**src/rtl/cv32e40p_irq_arbiter.sv**
```systemverilog
// Nesting-aware interrupt arbiter: pending, priority select, req/ack and level stack.
// Define CV32E40P_IRQ_EDGE_EN for per-line rising-edge triggering.
module cv32e40p_irq_arbiter #(
    parameter int NUM_IRQ    = 32,
    parameter int LVL_W      = 4,
    parameter int NEST_DEPTH = 4,
    localparam int ID_W      = $clog2(NUM_IRQ)
) (
    input  logic                     clk,
    input  logic                     rst,
    input  logic [NUM_IRQ-1:0]       irq_i,
    input  logic [NUM_IRQ-1:0]       irq_en_i,
    input  logic [NUM_IRQ-1:0]       irq_edge_i,
    input  logic [NUM_IRQ*LVL_W-1:0] irq_lvl_i,
    input  logic                     m_ie_i,
    input  logic                     irq_ack_i,
    input  logic                     irq_exit_i,
    output logic                     irq_req_o,
    output logic [ID_W-1:0]          irq_id_o,
    output logic [LVL_W-1:0]         irq_lvl_o,
    output logic                     irq_wu_o,
    output logic [NUM_IRQ-1:0]       mip_o,
    output logic [LVL_W-1:0]         cur_lvl_o,
    output logic                     nest_full_o
);

    localparam int CW = $clog2(NEST_DEPTH + 1);

    logic [NUM_IRQ-1:0] irq_q, irq_d;
    logic [NUM_IRQ-1:0] pend_q, pend_d;
    logic [NUM_IRQ-1:0] qual;
    logic               req_q, req_d;
    logic [ID_W-1:0]    id_q, id_d, sel_id;
    logic [LVL_W-1:0]   lvl_q, lvl_d, sel_lvl;
    logic [LVL_W-1:0]   cur_lvl;
    logic [LVL_W-1:0]   stk_q [NEST_DEPTH];
    logic [LVL_W-1:0]   stk_d [NEST_DEPTH];
    logic [CW-1:0]      cnt_q, cnt_d, cnt_pop;
    logic               ack_acc, held, nest_full;

    assign irq_d     = irq_i;
    assign ack_acc   = irq_ack_i & req_q;
    assign nest_full = (cnt_q == CW'(NEST_DEPTH));

    // Top of stack is the level of the running handler.
    always_comb begin
        cur_lvl = '0;
        for (int i = 0; i < NEST_DEPTH; i++) begin
            if (cnt_q == CW'(i + 1)) cur_lvl = stk_q[i];
        end
    end

    always_comb begin
        logic [LVL_W-1:0] lv;
        qual    = '0;
        sel_id  = '0;
        sel_lvl = '0;
        held    = 1'b0;
        for (int n = 0; n < NUM_IRQ; n++) begin
            lv = irq_lvl_i[n*LVL_W +: LVL_W];
            qual[n] = pend_q[n] & irq_en_i[n] & (lv > cur_lvl)
                    & m_ie_i & ~nest_full;
            // >= lets the higher id win a tie.
            if (qual[n] && lv >= sel_lvl) begin
                sel_id  = ID_W'(n);
                sel_lvl = lv;
            end
            if (qual[n] && id_q == ID_W'(n)) held = 1'b1;
        end
    end

    always_comb begin
        req_d = (|qual) & ~ack_acc & ~(req_q & ~held);
        id_d  = id_q;
        lvl_d = lvl_q;
        if (!req_q || !held) begin
            id_d  = sel_id;
            lvl_d = sel_lvl;
        end
    end

    // Exit pops before an ack in the same cycle pushes.
    always_comb begin
        stk_d   = stk_q;
        cnt_pop = cnt_q;
        if (irq_exit_i && cnt_q != '0) cnt_pop = cnt_q - CW'(1);
        cnt_d = cnt_pop;
        if (ack_acc && cnt_pop != CW'(NEST_DEPTH)) begin
            cnt_d = cnt_pop + CW'(1);
            for (int i = 0; i < NEST_DEPTH; i++) begin
                if (cnt_pop == CW'(i)) stk_d[i] = lvl_q;
            end
        end
    end

`ifdef CV32E40P_IRQ_EDGE_EN
    logic [NUM_IRQ-1:0] irq_q2_q, irq_q2_d;
    logic [NUM_IRQ-1:0] rise, clr;

    always_comb begin
        irq_q2_d = irq_q;
        rise     = irq_q & ~irq_q2_q;
        clr      = '0;
        pend_d   = '0;
        for (int n = 0; n < NUM_IRQ; n++) begin
            clr[n] = ack_acc && (id_q == ID_W'(n));
            // A fresh edge wins over the clear so it is not lost.
            pend_d[n] = irq_edge_i[n]
                      ? ((pend_q[n] & ~clr[n]) | rise[n])
                      : irq_q[n];
        end
    end

    always_ff @(posedge clk) begin
        if (rst) irq_q2_q <= '0;
        else     irq_q2_q <= irq_q2_d;
    end
`else
    logic unused_edge;
    assign unused_edge = ^irq_edge_i;
    assign pend_d      = irq_q;
`endif

    always_ff @(posedge clk) begin
        if (rst) begin
            irq_q  <= '0;
            pend_q <= '0;
            req_q  <= 1'b0;
            id_q   <= '0;
            lvl_q  <= '0;
            cnt_q  <= '0;
            for (int i = 0; i < NEST_DEPTH; i++) stk_q[i] <= '0;
        end else begin
            irq_q  <= irq_d;
            pend_q <= pend_d;
            req_q  <= req_d;
            id_q   <= id_d;
            lvl_q  <= lvl_d;
            cnt_q  <= cnt_d;
            for (int i = 0; i < NEST_DEPTH; i++) stk_q[i] <= stk_d[i];
        end
    end

    assign irq_req_o   = req_q;
    assign irq_id_o    = id_q;
    assign irq_lvl_o   = lvl_q;
    assign irq_wu_o    = |(irq_i & irq_en_i);
    assign mip_o       = pend_q;
    assign cur_lvl_o   = cur_lvl;
    assign nest_full_o = nest_full;

endmodule

```
**config.mk**
```make
export PLATFORM = sky130hd
export DESIGN_NAME = cv32e40p_irq_arbiter
export DESIGN_NICKNAME = d
export VERILOG_FILES = /design/src/rtl/cv32e40p_irq_arbiter.sv
export SDC_FILE = /design/constraint.sdc
export NUM_CORES = 1
export LEC_CHECK = 0
export ABC_CLOCK_PERIOD_IN_PS = 75000
export CAP_MARGIN = 25
export CELL_PAD_IN_SITES_DETAIL_PLACEMENT = 2
export CELL_PAD_IN_SITES_GLOBAL_PLACEMENT = 2
export CORE_MARGIN = 2
export CORE_UTILIZATION = 25
export DETAILED_ROUTE_END_ITERATION = 8
export GPL_TIMING_DRIVEN = 0
export PLACE_DENSITY_LB_ADDON = 0.1
export RECOVER_POWER = 25
export SYNTH_ARGS = -nofsm -noshare
export SYNTH_HDL_FRONTEND = slang
export SYNTH_SLANG_ARGS = --single-unit
```
**constraint.sdc**
```tcl
create_clock -name clk -period 75 [get_ports clk]
set_clock_uncertainty 0.15 [all_clocks]
set_input_delay 15 -clock clk [delete_from_list [all_inputs] [get_ports clk]]
set_output_delay 15 -clock clk [all_outputs]
set_load 0.1 [all_outputs]
```
==> Flow_metrics.wiki, run 1 <==
{| class="wikitable"
! Metric !! Value
|-
| Hold path startpoint || irq_q[29]
|-
| Synthesis-stage register bit count || 93
|-
| Final RePlAce weighted congestion || between 0.8 and 0.9
|-
| Transition time at the pin with the least slew margin || around 1.2 ns
|-
| Maximum Capacitance Violations || 0
|-
| Remaining DRCs || 0
|-
| Total Wirelength || between 60,000 and 70,000 um
|-
| Maximum vdd ir drop || between 10 and 15 uV
|-
| Number of standard cells after synthesis || 1,652
|-
| Worst Hold Path Cells || 1
|-
| Die width || 230 um
|-
| Switching power of the nets || 105 uW
|-
| Aggregate global routing overflow || 0
|-
| Source-to-sink clock delay at the later pin of the worst-skew pair || 0.40 ns
|-
| Fraction of the core area covered by cells at the end of the flow || 32.8%
|-
| Share of flip-flops with an asynchronous set or reset after synthesis || 0%
|-
| Number of warnings issued by yosys || 0
|-
| Cells taking the most area after synthesis || sky130_fd_sc_hd__ha_1, sky130_fd_sc_hd__dfxtp_1, sky130_fd_sc_hd__nor2b_1
|-
| Number of library cell types mapped by synthesis || 104
|-
| Max H-tree Level || 3
|-
| Largest net degree at the start of global routing || 21
|-
| Prevailing post-synth register cell || sky130_fd_sc_hd__dfxtp_1
|-
| Peak Freq || 0.0142 GHz
|-
| Destination of the worst hold path || mip_o[29]
|-
| Die Height || between 200 and 250 um
|-
| TritonCTS Buffers || 9
|-
| Antenna violations before repair || 4
|-
| Result of the run || completed
|-
| Total internal power || approximately 120 uW
|-
| Nature of the critical path startpoint || input port
|-
| Leakage || 6.80 nW
|-
| # fillers || 5,845
|-
| Synth Area per Inst || roughly 7.8 sq um
|-
| Number of top-level design ports || 277
|-
| Buffers on Ports || 243
|-
| Clock Root Buffer || sky130_fd_sc_hd__clkbuf_16
|-
| Beginning of the worst register-to-register path || cnt_q[0]
|-
| Setup Buffers After CTS || 0
|-
| Timing startpoint of the critical path || irq_lvl_i[1]
|-
| Crit path arrival time || 70.47 ns
|-
| First DRT Iteration DRCs || between 600 and 700
|-
| Number of nets in the layout || around 2.4k
|-
| Clock tree from TritonCTS || built
|-
| Total global routing track utilization || 23.8%
|-
| Cell depth of the worst flop-to-flop path || 268
|-
| Cell repeated most along the worst path || sky130_fd_sc_hd__ha_1
|-
| Final ANT Viol Nets || 0
|-
| Combinational fraction of design power || 53.4%
|-
| Standard-cell rows || slightly above 80
|-
| Post-layout instance count excluding filler cells || 2,602
|-
| Vias per std cell || 5.37
|-
| Capture point of the worst reg-to-reg path || irq_id_o[4]
|-
| Area growth syn-to-layout || 30.5%
|-
| CP max stage cell || sky130_fd_sc_hd__a2111oi_4
|-
| Clock Tree Buf Depth || 2
|-
| CTS clk-pin slew, worst paths || 0.08 ns
|-
| Routed wirelength normalized by instance count || 24.3 um
|-
| RSZ-0062 raised after global routing || no
|-
| Final count of hold timing violations || 0
|-
| # clock sinks || 93
|-
| Register-to-register setup slack || between 15 and 20 ns
|-
| Net count after synthesis || roughly 2.1k
|-
| Starting utilization of the core area || 25.2%
|-
| Portion of the clock cycle consumed by the worst path in the final layout || 93.8%
|-
| Power Density || ~14 nW/um^2
|-
| Area of the core region || about 51,000 sq um
|-
| Required time at the endpoint of the critical path || 75.10 ns
|-
| Estimated wirelength of the detail-placed design || 54,200 um
|-
| Via count of the first global-routing pass || 15.4k
|-
| First-pass GRT wire length || 95,500 um
|-
| Share of final-layout standard cells stronger than drive strength 1 || ~6.6%
|-
| Class of the most critical setup path || in2reg
|-
| Post-route worst hold slack || 0.294 ns
|-
| Count of final max-slew check failures || 0
|-
| Switching share of total power || 46.1%
|-
| Setup_tns || 0 ns
|-
| Area share of the largest cell type after synthesis || between 20% and 30%
|-
| Cell count after placement || 2,586
|-
| Hold crit path type || reg2reg
|-
| Routed via count || ~14k
|-
| Most area-hungry cell type in the Yosys netlist || sky130_fd_sc_hd__ha_1
|-
| Detailed-routing iteration count for the pre-antenna-repair pass || 5
|-
| EDFF count, synth || 0
|-
| CP Capture Type || flop
|-
| Critical Path Fanout Max || 10
|-
| Total Die Area || 53,100 sq um
|-
| Cell area after synthesis || 12,800 sq um
|-
| Sequential share of power || 24.9%
|-
| Delay contributed by the slowest stage of the critical path || about 0.54 ns
|-
| Sequential share of the synthesized area || 14.5%
|-
| Final setup violation count || 0
|-
| Worst slew margin relative to its limit || between 20% and 30%
|-
| Clock network power share || 21.7%
|-
| Time the final worst path needs with I/O delays and setup || 70.37 ns
|}
[synthesized netlist by cell type, types with 6 or more instances]
library cell and number:
sky130_fd_sc_hd__nor2_1 112, sky130_fd_sc_hd__a221oi_1 9, sky130_fd_sc_hd__a211oi_1 20, sky130_fd_sc_hd__inv_1 97
sky130_fd_sc_hd__a22oi_1 15, sky130_fd_sc_hd__or2_2 8, sky130_fd_sc_hd__a311oi_1 6, sky130_fd_sc_hd__o211ai_1 27
sky130_fd_sc_hd__o31ai_1 9, sky130_fd_sc_hd__o21bai_1 6, sky130_fd_sc_hd__a221o_1 6, sky130_fd_sc_hd__nand2_1 125
sky130_fd_sc_hd__o21ai_0 93, sky130_fd_sc_hd__nand4_1 43, sky130_fd_sc_hd__nor3b_1 8, sky130_fd_sc_hd__and2_1 21
sky130_fd_sc_hd__a21oi_1 114, sky130_fd_sc_hd__o2111ai_1 7, sky130_fd_sc_hd__a21boi_0 7, sky130_fd_sc_hd__a21o_1 37
sky130_fd_sc_hd__o22ai_1 8, sky130_fd_sc_hd__clkbuf_1 33, sky130_fd_sc_hd__nor2b_1 106, sky130_fd_sc_hd__nor3_1 27
sky130_fd_sc_hd__mux2i_1 25, sky130_fd_sc_hd__dfxtp_1 93, sky130_fd_sc_hd__nand2b_1 65, sky130_fd_sc_hd__nand3_1 51
sky130_fd_sc_hd__a31oi_1 29, sky130_fd_sc_hd__o21a_1 34, sky130_fd_sc_hd__and3_1 14, sky130_fd_sc_hd__ha_1 233
sky130_fd_sc_hd__or3_1 9, sky130_fd_sc_hd__mux2_2 13, sky130_fd_sc_hd__nand3b_1 7
[power by group through the flow]
stage / sequential [mW] / clock (mW) / combinational (mW)
2_1_floorplan: 0.0686 / 0 / 0.0627
3_3_place_gp: 0.0578 / 0 / 0.116
3_5_place_dp: 0.0579 / 0 / 0.121
4_1_cts: 0.0567 / 0.0513 / 0.121
5_1_grt: 0.0571 / 0.0524 / 0.134
6_report: 0.0566 / 0.0492 / 0.121
[layout by cell type (no fill, tap or decap), drive strengths merged, types with 24 or more instances in the layout]
cell type,instances
nand4,46
a31oi,29
nor2b,106
nor3,29
nor2,113
o21a,35
ha,233
clkbuf,41
clkdlybuf4s50,229
a211oi,24
a21o,37
nand2b,67
nand3,53
inv,101
mux2i,25
dfxtp,93
nand2,125
a21oi,116
o211ai,29
o21ai,102
[repair_timing]
| action | CTS | global route |
|---|---|---|
| gates resized for setup | 0 | 27 |
| hold buffers | 0 | 0 |
| endpoints found under the setup margin | 0 | 9 |
[layout make-up]
class	instances	area, sq um	share of cell area (%)
buffer	37	158	0.942
tap	680	851	5.08
antenna	1	2.50	0.0150
clock inverter	7	65.1	0.389
sequential	93	1860	11.1
multi-input combinational	1423	10600	63.2
inverter	97	364	2.18
clock buffer	9	225	1.35
timing repair buffer	255	2630	15.7
[per-stage QoR]
step	setup slack (ns)	total power [mW]	instance area, sq um
CTS	1.19	0.229	16600
global route	0.0397	0.243	16700
floorplan	13.02	0.131	12800
global placement	2.36	0.174	16100
detailed placement	1.09	0.178	16300
finish	4.63	0.227	16700
[sequential cells by signal (all words and copies together) (netlist names)]
signal / flops
irq_id_o: 5
cnt_q: 3
stk_q: 16
mip_o: 32
irq_q: 32
irq_req_o: 1
irq_lvl_o: 4
[worst max-delay path by stage]
| stage | slack, ns | to |
|---|---|---|
| floorplan | 13.02 | irq_id_o[3] |
| global placement | 2.36 | irq_id_o[3] |
| detailed placement | 1.09 | irq_id_o[4] |
| CTS | 1.19 | irq_id_o[4] |
| global route | 0.04 | irq_id_o[4] |
| finish | 4.63 | irq_id_o[4] |
[critical path, delay by kind of cell]
| kind | cells | cell delay (ns) |
|---|---|---|
| adder cells (fa/ha/maj) | 35 | 9.70 |
| AO/OA/AOI/OAI | 114 | 25.83 |
| buffers and inverters | 19 | 3.86 |
| multiplexers | 9 | 3.20 |
| AND/OR/NAND/NOR | 81 | 12.83 |
[cell families (layout without fill, tap and decap cells)]
logic type,count (synthesis),count (layout),synth area share [%]
other,0,1,0
AO/OA/AOI/OAI,517,517,28.7
flip-flops,93,93,14.5
adder cells (fa/ha/maj),237,237,23.1
buffers and inverters,136,405,4.10
AND/OR/NAND/NOR,625,625,25.9
XOR/XNOR,2,2,0.137
multiplexers,42,42,3.62
[layer usage]
metal  routed length [um]  track usage [%]  vias to the layer above
met4                 1780             8.15                        2
li1                     -                -                     6724
met5                    8                0                        -
met1                29300             30.5                     6973
met2                30500             41.8                      229
met3                 1700             2.06                       55
(Power assumes the default switching activity.)
==> run 2, diff against run 1 <==
--- a/config.mk
+++ b/config.mk
@@ -6,7 +6,7 @@
 export NUM_CORES = 1
 export LEC_CHECK = 0
 export ABC_CLOCK_PERIOD_IN_PS = 75000
-export CAP_MARGIN = 25
+export CAP_MARGIN = 20
 export CELL_PAD_IN_SITES_DETAIL_PLACEMENT = 2
 export CELL_PAD_IN_SITES_GLOBAL_PLACEMENT = 2
 export CORE_MARGIN = 2
==> run 2 against run 1 <==
Worst hold slack got worse by 0.0012 ns. Global-route usage barely moved. Non-clock buffer count fell by 1. Utilization barely moved. Fmax barely moved. Clock power barely moved. Cell count barely moved.
==> Flow_metrics.wiki, run 2 (same netlist as run 1, synthesis figures left out) <==
{| class="wikitable"
! Metric !! Value
|-
| Result of the run || completed (unchanged)
|-
| Routed via count || 14.0k (about the same)
|-
| Number of top-level design ports || 277 (unchanged)
|-
| Destination of the worst hold path || mip_o[28] (was mip_o[29])
|-
| Hold buffer count at cts || 0 (unchanged)
|-
| Aggregate global routing overflow || 0 (unchanged)
|-
| Share of final-layout standard cells stronger than drive strength 1 || 6.56% (about the same)
|-
| Via count of the first global-routing pass || 15.5k (was 15.4k)
|-
| Class of the most critical setup path || in2reg (unchanged)
|-
| Remaining DRCs || 0 (unchanged)
|-
| Beginning of the worst register-to-register path || cnt_q[0] (unchanged)
|-
| Total Die Area || 53,100 sq um (unchanged)
|-
| Max H-tree Level || 3 (unchanged)
|-
| Hold crit path type || reg2reg (unchanged)
|-
| Maximum Capacitance Violations || 0 (unchanged)
|-
| Detailed-routing iteration count for the pre-antenna-repair pass || 5 (unchanged)
|-
| # clock sinks || 93 (unchanged)
|-
| CP Capture Type || flop (unchanged)
|-
| Die width || 230 um (unchanged)
|-
| Portion of the clock cycle consumed by the worst path in the final layout || 93.8% (about the same)
|-
| Area of the core region || 51,000 sq um (unchanged)
|-
| Final setup violation count || 0 (unchanged)
|-
| Buffers on Ports || 243 (unchanged)
|-
| Nature of the critical path startpoint || input port (unchanged)
|-
| Register-to-register setup slack || 17.48 ns (was 17.44 ns)
|-
| Hold path startpoint || irq_q[28] (was irq_q[29])
|-
| Summed area of non-filler cells in the final layout || 16,700 sq um (about the same)
|-
| TritonCTS Buffers || 9 (unchanged)
|-
| # fillers || 5,851 (was 5,845)
|-
| Die Height || 230 um (unchanged)
|-
| Crit path arrival time || 70.41 ns (was 70.47 ns)
|-
| Clock Tree Buf Depth || 2 (unchanged)
|-
| RSZ-0062 raised after global routing || no (unchanged)
|-
| Transition time at the pin with the least slew margin || 1.09 ns (was 1.16 ns)
|-
| Peak Freq || 0.0142 GHz (about the same)
|-
| Capture point of the worst reg-to-reg path || irq_id_o[4] (unchanged)
|-
| Standard-cell rows || 83 (unchanged)
|-
| Source-to-sink clock delay at the later pin of the worst-skew pair || 0.40 ns (about the same)
|-
| First DRT Iteration DRCs || 597 (was 603)
|-
| Count of final max-slew check failures || 0 (unchanged)
|-
| Worst setup slack before clock tree synthesis || 1.07 ns (was 1.09 ns)
|-
| Required time at the endpoint of the critical path || 75.10 ns (about the same)
|-
| Vias per std cell || 5.39 (was 5.37)
|-
| Final count of hold timing violations || 0 (unchanged)
|-
| Power Density || 13.6 nW/um^2 (about the same)
|-
| Estimated wirelength of the detail-placed design || 54,200 um (about the same)
|-
| Maximum vdd ir drop || 13.3 uV (was 12.0 uV)
|-
| Critical Path Fanout Max || 10 (unchanged)
|-
| Area occupied by multi-input gates || 10,600 sq um (unchanged)
|-
| Worst slew margin relative to its limit || 27.1% (was 22.5%)
|-
| Delay contributed by the slowest stage of the critical path || 0.54 ns (about the same)
|-
| Cell repeated most along the worst path || sky130_fd_sc_hd__ha_1 (unchanged)
|-
| Setup_tns || 0 ns (unchanged)
|-
| Commonest non-fill, non-tap cells in the layout || sky130_fd_sc_hd__ha_1, sky130_fd_sc_hd__clkdlybuf4s50_1, sky130_fd_sc_hd__nand2_1, sky130_fd_sc_hd__nor2_1, sky130_fd_sc_hd__a21oi_1 (unchanged)
|-
| Post-route worst setup slack || 4.68 ns (was 4.63 ns)
|-
| Final RePlAce weighted congestion || 0.833 (unchanged)
|-
| Routed wirelength normalized by instance count || 24.3 um (about the same)
|-
| Antenna violations before repair || 3 (was 4)
|-
| Total placed instance area || 16,300 sq um (unchanged)
|-
| Total power of the final layout || 227 uW (about the same)
|-
| Setup Buffers After CTS || 0 (unchanged)
|-
| Worst Hold Path Cells || 1 (unchanged)
|-
| Time the final worst path needs with I/O delays and setup || 70.32 ns (was 70.37 ns)
|-
| Number of nets in the layout || 2,377 (was 2,378)
|-
| Post-route worst hold slack || 0.293 ns (was 0.294 ns)
|-
| Total of cells resized after clock tree synthesis || 0 (unchanged)
|-
| Total global routing track utilization || 23.8% (about the same)
|-
| Final ANT Viol Nets || 0 (unchanged)
|-
| Largest net degree at the start of global routing || 21 (unchanged)
|-
| Leakage || 6.79 nW (was 6.80 nW)
|-
| Area growth syn-to-layout || 30.4% (was 30.5%)
|-
| Total Wirelength || 63,200 um (was 63,300 um)
|-
| Antenna Cells || 0 (was 1)
|-
| First-pass GRT wire length || 95,700 um (was 95,500 um)
|-
| CTS clk-pin slew, worst paths || 0.08 ns (about the same)
|-
| Flip-flop and latch area || 1860 sq um (unchanged)
|-
| Clock Root Buffer || sky130_fd_sc_hd__clkbuf_16 (unchanged)
|-
| Starting utilization of the core area || 25.2% (unchanged)
|-
| Clock tree from TritonCTS || built (unchanged)
|-
| Cell depth of the worst flop-to-flop path || 269 (was 268)
|-
| CP max stage cell || sky130_fd_sc_hd__a2111oi_4 (unchanged)
|}
-- run 2: cell type report --
type | count | area share, %
plain buffers | 37 | 0.950
repair buffers | 254 | 15.7
clock buffers | 9 | 1.35
well taps | 680 | 5.09
flip-flops and latches | 93 | 11.1
inverters | 97 | 2.18
clock inverters | 7 | 0.389
multi-input cells | 1423 | 63.2
-- run 2: worst max-delay path by stage --
stage	from	endpoint	cells after the start
5_1_grt	irq_lvl_i[1]	irq_id_o[4]	260
3_5_place_dp	irq_lvl_i[1]	irq_id_o[4]	256
3_3_place_gp	irq_lvl_i[1]	irq_id_o[3]	256
4_1_cts	irq_lvl_i[1]	irq_id_o[4]	256
6_report	irq_lvl_i[1]	irq_id_o[4]	259
2_1_floorplan	irq_lvl_i[1]	irq_id_o[3]	256
-- run 2: stage by stage --
| stage | std cells | utilization [%] |
|---|---|---|
| global route | 2600 | 32.8 |
| floorplan | 1652 | - |
| CTS | 2602 | 32.6 |
| detailed placement | 2586 | 32.0 |
| finish | 2600 | 32.8 |
| global placement | 2575 | 31.6 |
-- run 2: where the power goes --
group	internal (mW)	switching [mW]
logic	0.0463	0.0748
clock network	0.0233	0.0260
registers	0.0527	0.00391
-- run 2: worst max-delay path, delay by kind of cell --
kind / cells / cell delay [ns]
muxes: 9 / 3.22
AOI/OAI and AO/OA: 115 / 25.61
buffers and inverters: 19 / 3.66
and+or+nand+nor: 81 / 13.06
adders and majority gates: 35 / 9.74
-- run 2: metal layers --
metal	up-vias	GRT usage, %	wire length (um)
met4	0	6.98	1540
met3	54	2.37	1730
li1	6726	-	-
met5	-	0	0
met2	241	42.2	30600
met1	6985	30.5	29300
==> run 3, diff against run 2 <==
--- a/config.mk
+++ b/config.mk
@@ -10,9 +10,8 @@
 export CELL_PAD_IN_SITES_DETAIL_PLACEMENT = 2
 export CELL_PAD_IN_SITES_GLOBAL_PLACEMENT = 2
 export CORE_MARGIN = 2
-export CORE_UTILIZATION = 25
+export CORE_UTILIZATION = 30
 export DETAILED_ROUTE_END_ITERATION = 8
-export GPL_TIMING_DRIVEN = 0
 export PLACE_DENSITY_LB_ADDON = 0.1
 export RECOVER_POWER = 25
 export SYNTH_ARGS = -nofsm -noshare
==> run 3 against run 2 <==
Largest power group unchanged. Via count decreased by 0.40%. Combinational power decreased by 3%. Non-clock buffer count decreased by 34. Sequential power increased by 2%. Worst hold slack got worse by 0.0027 ns. First-iteration DRC count increased by 5.2%. Register-to-register slack got worse by 0.02 ns. Clock power decreased by 0.8%.
==> Flow_metrics.wiki, run 3 (same netlist as run 1, synthesis figures left out) <==
{| class="wikitable"
! Metric !! Value
|-
| Clock tree from TritonCTS || built (unchanged)
|-
| Total Wirelength || 59,200 um (was 63,200 um)
|-
| Cell depth of the worst flop-to-flop path || 253 (was 269)
|-
| Area of the core region || 42,000 sq um (was 51,000 sq um)
|-
| Total Die Area || 44,400 sq um (was 53,100 sq um)
|-
| Starting utilization of the core area || 30.5% (was 25.2%)
|-
| Hold crit path type || reg2reg (unchanged)
|-
| Share of final-layout standard cells stronger than drive strength 1 || 5.99% (was 6.56%)
|-
| Buffers on Ports || 244 (was 243)
|-
| Delay contributed by the slowest stage of the critical path || 0.60 ns (was 0.54 ns)
|-
| Final RePlAce weighted congestion || 0.872 (was 0.833)
|-
| Beginning of the worst register-to-register path || cnt_q[0] (unchanged)
|-
| Final ANT Viol Nets || 0 (unchanged)
|-
| Detailed-routing iteration count for the pre-antenna-repair pass || 5 (unchanged)
|-
| Cell repeated most along the worst path || sky130_fd_sc_hd__ha_1 (unchanged)
|-
| Count of final max-slew check failures || 0 (unchanged)
|-
| TritonCTS Buffers || 9 (unchanged)
|-
| Final setup violation count || 0 (unchanged)
|-
| Peak Freq || 0.0142 GHz (about the same)
|-
| Setup_tns || 0 ns (unchanged)
|-
| Capture point of the worst reg-to-reg path || irq_id_o[3] (was irq_id_o[4])
|-
| Leakage || 6.66 nW (was 6.79 nW)
|-
| Commonest non-fill, non-tap cells in the layout || sky130_fd_sc_hd__clkdlybuf4s50_1, sky130_fd_sc_hd__ha_1, sky130_fd_sc_hd__nand2_1, sky130_fd_sc_hd__a21oi_1, sky130_fd_sc_hd__nor2_1 (was sky130_fd_sc_hd__ha_1, sky130_fd_sc_hd__clkdlybuf4s50_1, sky130_fd_sc_hd__nand2_1, sky130_fd_sc_hd__nor2_1, sky130_fd_sc_hd__a21oi_1)
|-
| Number of top-level design ports || 277 (unchanged)
|-
| CTS clk-pin slew, worst paths || 0.08 ns (about the same)
|-
| Source-to-sink clock delay at the later pin of the worst-skew pair || 0.39 ns (was 0.40 ns)
|-
| Destination of the worst hold path || mip_o[28] (unchanged)
|-
| Routed via count || 14.0k (about the same)
|-
| Transition time at the pin with the least slew margin || 1.26 ns (was 1.09 ns)
|-
| Number of nets in the layout || 2,343 (was 2,377)
|-
| Remaining DRCs || 0 (unchanged)
|-
| Portion of the clock cycle consumed by the worst path in the final layout || 94.2% (was 93.8%)
|-
| Estimated wirelength of the detail-placed design || 49,600 um (was 54,200 um)
|-
| # fillers || 4,842 (was 5,851)
|-
| Routed wirelength normalized by instance count || 24.4 um (was 24.3 um)
|-
| First DRT Iteration DRCs || 628 (was 597)
|-
| Crit path arrival time || 70.76 ns (was 70.41 ns)
|-
| Setup Buffers After CTS || 0 (unchanged)
|-
| Nature of the critical path startpoint || input port (unchanged)
|-
| Result of the run || completed (unchanged)
|-
| Vias per std cell || 5.75 (was 5.39)
|-
| Clock Tree Buf Depth || 2 (unchanged)
|-
| Max H-tree Level || 3 (unchanged)
|-
| Summed area of non-filler cells in the final layout || 16,300 sq um (was 16,700 sq um)
|-
| CP max stage cell || sky130_fd_sc_hd__o41a_1 (was sky130_fd_sc_hd__a2111oi_4)
|-
| Die Height || 211 um (was 230 um)
|-
| Worst slew margin relative to its limit || 16.1% (was 27.1%)
|-
| CP Capture Type || flop (unchanged)
|-
| Required time at the endpoint of the critical path || 75.09 ns (was 75.10 ns)
|-
| Buf+Inv Stages, Crit Path || 11 (was 19)
|-
| Area growth syn-to-layout || 26.9% (was 30.4%)
|-
| Final count of hold timing violations || 0 (unchanged)
|-
| Time the final worst path needs with I/O delays and setup || 70.67 ns (was 70.32 ns)
|-
| Power Density || 13.8 nW/um^2 (was 13.6 nW/um^2)
|-
| Hold buffer count at cts || 0 (unchanged)
|-
| Clock Root Buffer || sky130_fd_sc_hd__clkbuf_16 (unchanged)
|-
| Standard-cell rows || 75 (was 83)
|-
| First-pass GRT wire length || 89,800 um (was 95,700 um)
|-
| Class of the most critical setup path || in2reg (unchanged)
|-
| Total placed instance area || 15,900 sq um (was 16,300 sq um)
|-
| # clock sinks || 93 (unchanged)
|-
| Maximum vdd ir drop || 16.1 uV (was 13.3 uV)
|-
| Aggregate global routing overflow || 0 (unchanged)
|-
| Cell family with the largest share of critical-path delay || compound AO/OA/AOI/OAI gates (unchanged)
|-
| Via count of the first global-routing pass || 14.9k (was 15.5k)
|-
| Register-to-register setup slack || 17.46 ns (was 17.48 ns)
|-
| Worst Hold Path Cells || 1 (unchanged)
|-
| RSZ-0062 raised after global routing || no (unchanged)
|-
| Most common library cell in the layout ignoring fill and taps || sky130_fd_sc_hd__clkdlybuf4s50_1
|-
| Maximum Capacitance Violations || 0 (unchanged)
|-
| Die width || 211 um (was 230 um)
|-
| Critical Path Fanout Max || 13 (was 10)
|-
| Antenna violations before repair || 1 (was 3)
|-
| Hold path startpoint || irq_q[28] (unchanged)
|-
| Largest net degree at the start of global routing || 71 (was 21)
|-
| Total global routing track utilization || 26.5% (was 23.8%)
|}
[run 3: cell count changes in the layout (fill, tap and decap cells not counted), sizes merged]
cell,before,now
clkbuf,40,11
diode,0,1
buf,17,12
clkdlybuf4s50,233,243
dlygate4sd3,10,0
[run 3: worst reg2reg max path, delay by kind of cell, from the launching register on]
kind	cells	cell delay [ns]
AND/OR/NAND/NOR	86	14.45
adder cells (fa/ha/maj)	36	10.10
flip-flops	1	0.33
multiplexers	10	3.60
AO/OA/AOI/OAI	109	27.18
buffers and inverters	12	1.62
[run 3: where the power goes]
part | total (mW) | leakage (nW) | internal, mW | switching [mW]
registers | 0.0580 | 0.765 | 0.0527 | 0.00531
clock network | 0.0490 | 0.139 | 0.0233 | 0.0257
logic | 0.117 | 5.75 | 0.0458 | 0.0717
[run 3: worst max path at each step]
stage	start	endpoint	slack (ns)	cells past startpoint
floorplan	irq_lvl_i[1]	irq_id_o[3]	13.02	256
global placement	irq_lvl_i[1]	irq_id_o[3]	3.35	247
detailed placement	irq_lvl_i[1]	irq_id_o[3]	1.89	245
CTS	irq_lvl_i[1]	irq_id_o[3]	1.88	247
global route	irq_lvl_i[1]	irq_id_o[3]	0.03	249
finish	irq_lvl_i[1]	irq_id_o[3]	4.33	245
[run 3: stage by stage]
step | utilization [%] | setup slack (ns) | power (mW) | instances | hold slack [ns]
2_1_floorplan | - | 13.02 | 0.131 | 1652 | 0.264
3_3_place_gp | 37.8 | 3.35 | 0.171 | 2408 | 0.265
3_5_place_dp | 37.8 | 1.89 | 0.176 | 2408 | 0.277
4_1_cts | 38.5 | 1.88 | 0.226 | 2424 | 0.295
5_1_grt | 38.7 | 0.0336 | 0.240 | 2425 | 0.308
6_report | 38.7 | 4.33 | 0.224 | 2426 | 0.290
[run 3: repair_timing]
item / in CTS / in global routing
endpoints found under the setup margin: 0 / 9
endpoints found under the hold margin: 0 / 0
gates resized for setup: 0 / 16
[run 3: metal layers]
layer,vias to the layer above,routed length [um],GRT usage [%],part of all wire [%]
met5,-,0,0,0
met2,228,29300,47.4,49
met4,0,918,5.27,1.6
met1,7023,27000,34.5,46
met3,45,1990,2.59,3.4
li1,6654,-,-,-
[run 3: layout make-up]
cell class                      count  area, sq um  area share (%)
Antenna cell                        1         2.50          0.0154
Clock inverter                      7         62.6           0.384
Multi-Input combinational cell   1423        10600            64.8
Tap cell                          539          674            4.14
Timing Repair Buffer              257         2530            15.6
Inverter                           97          364            2.24
Sequential cell                    93         1860            11.4
Clock buffer                        9          225            1.38
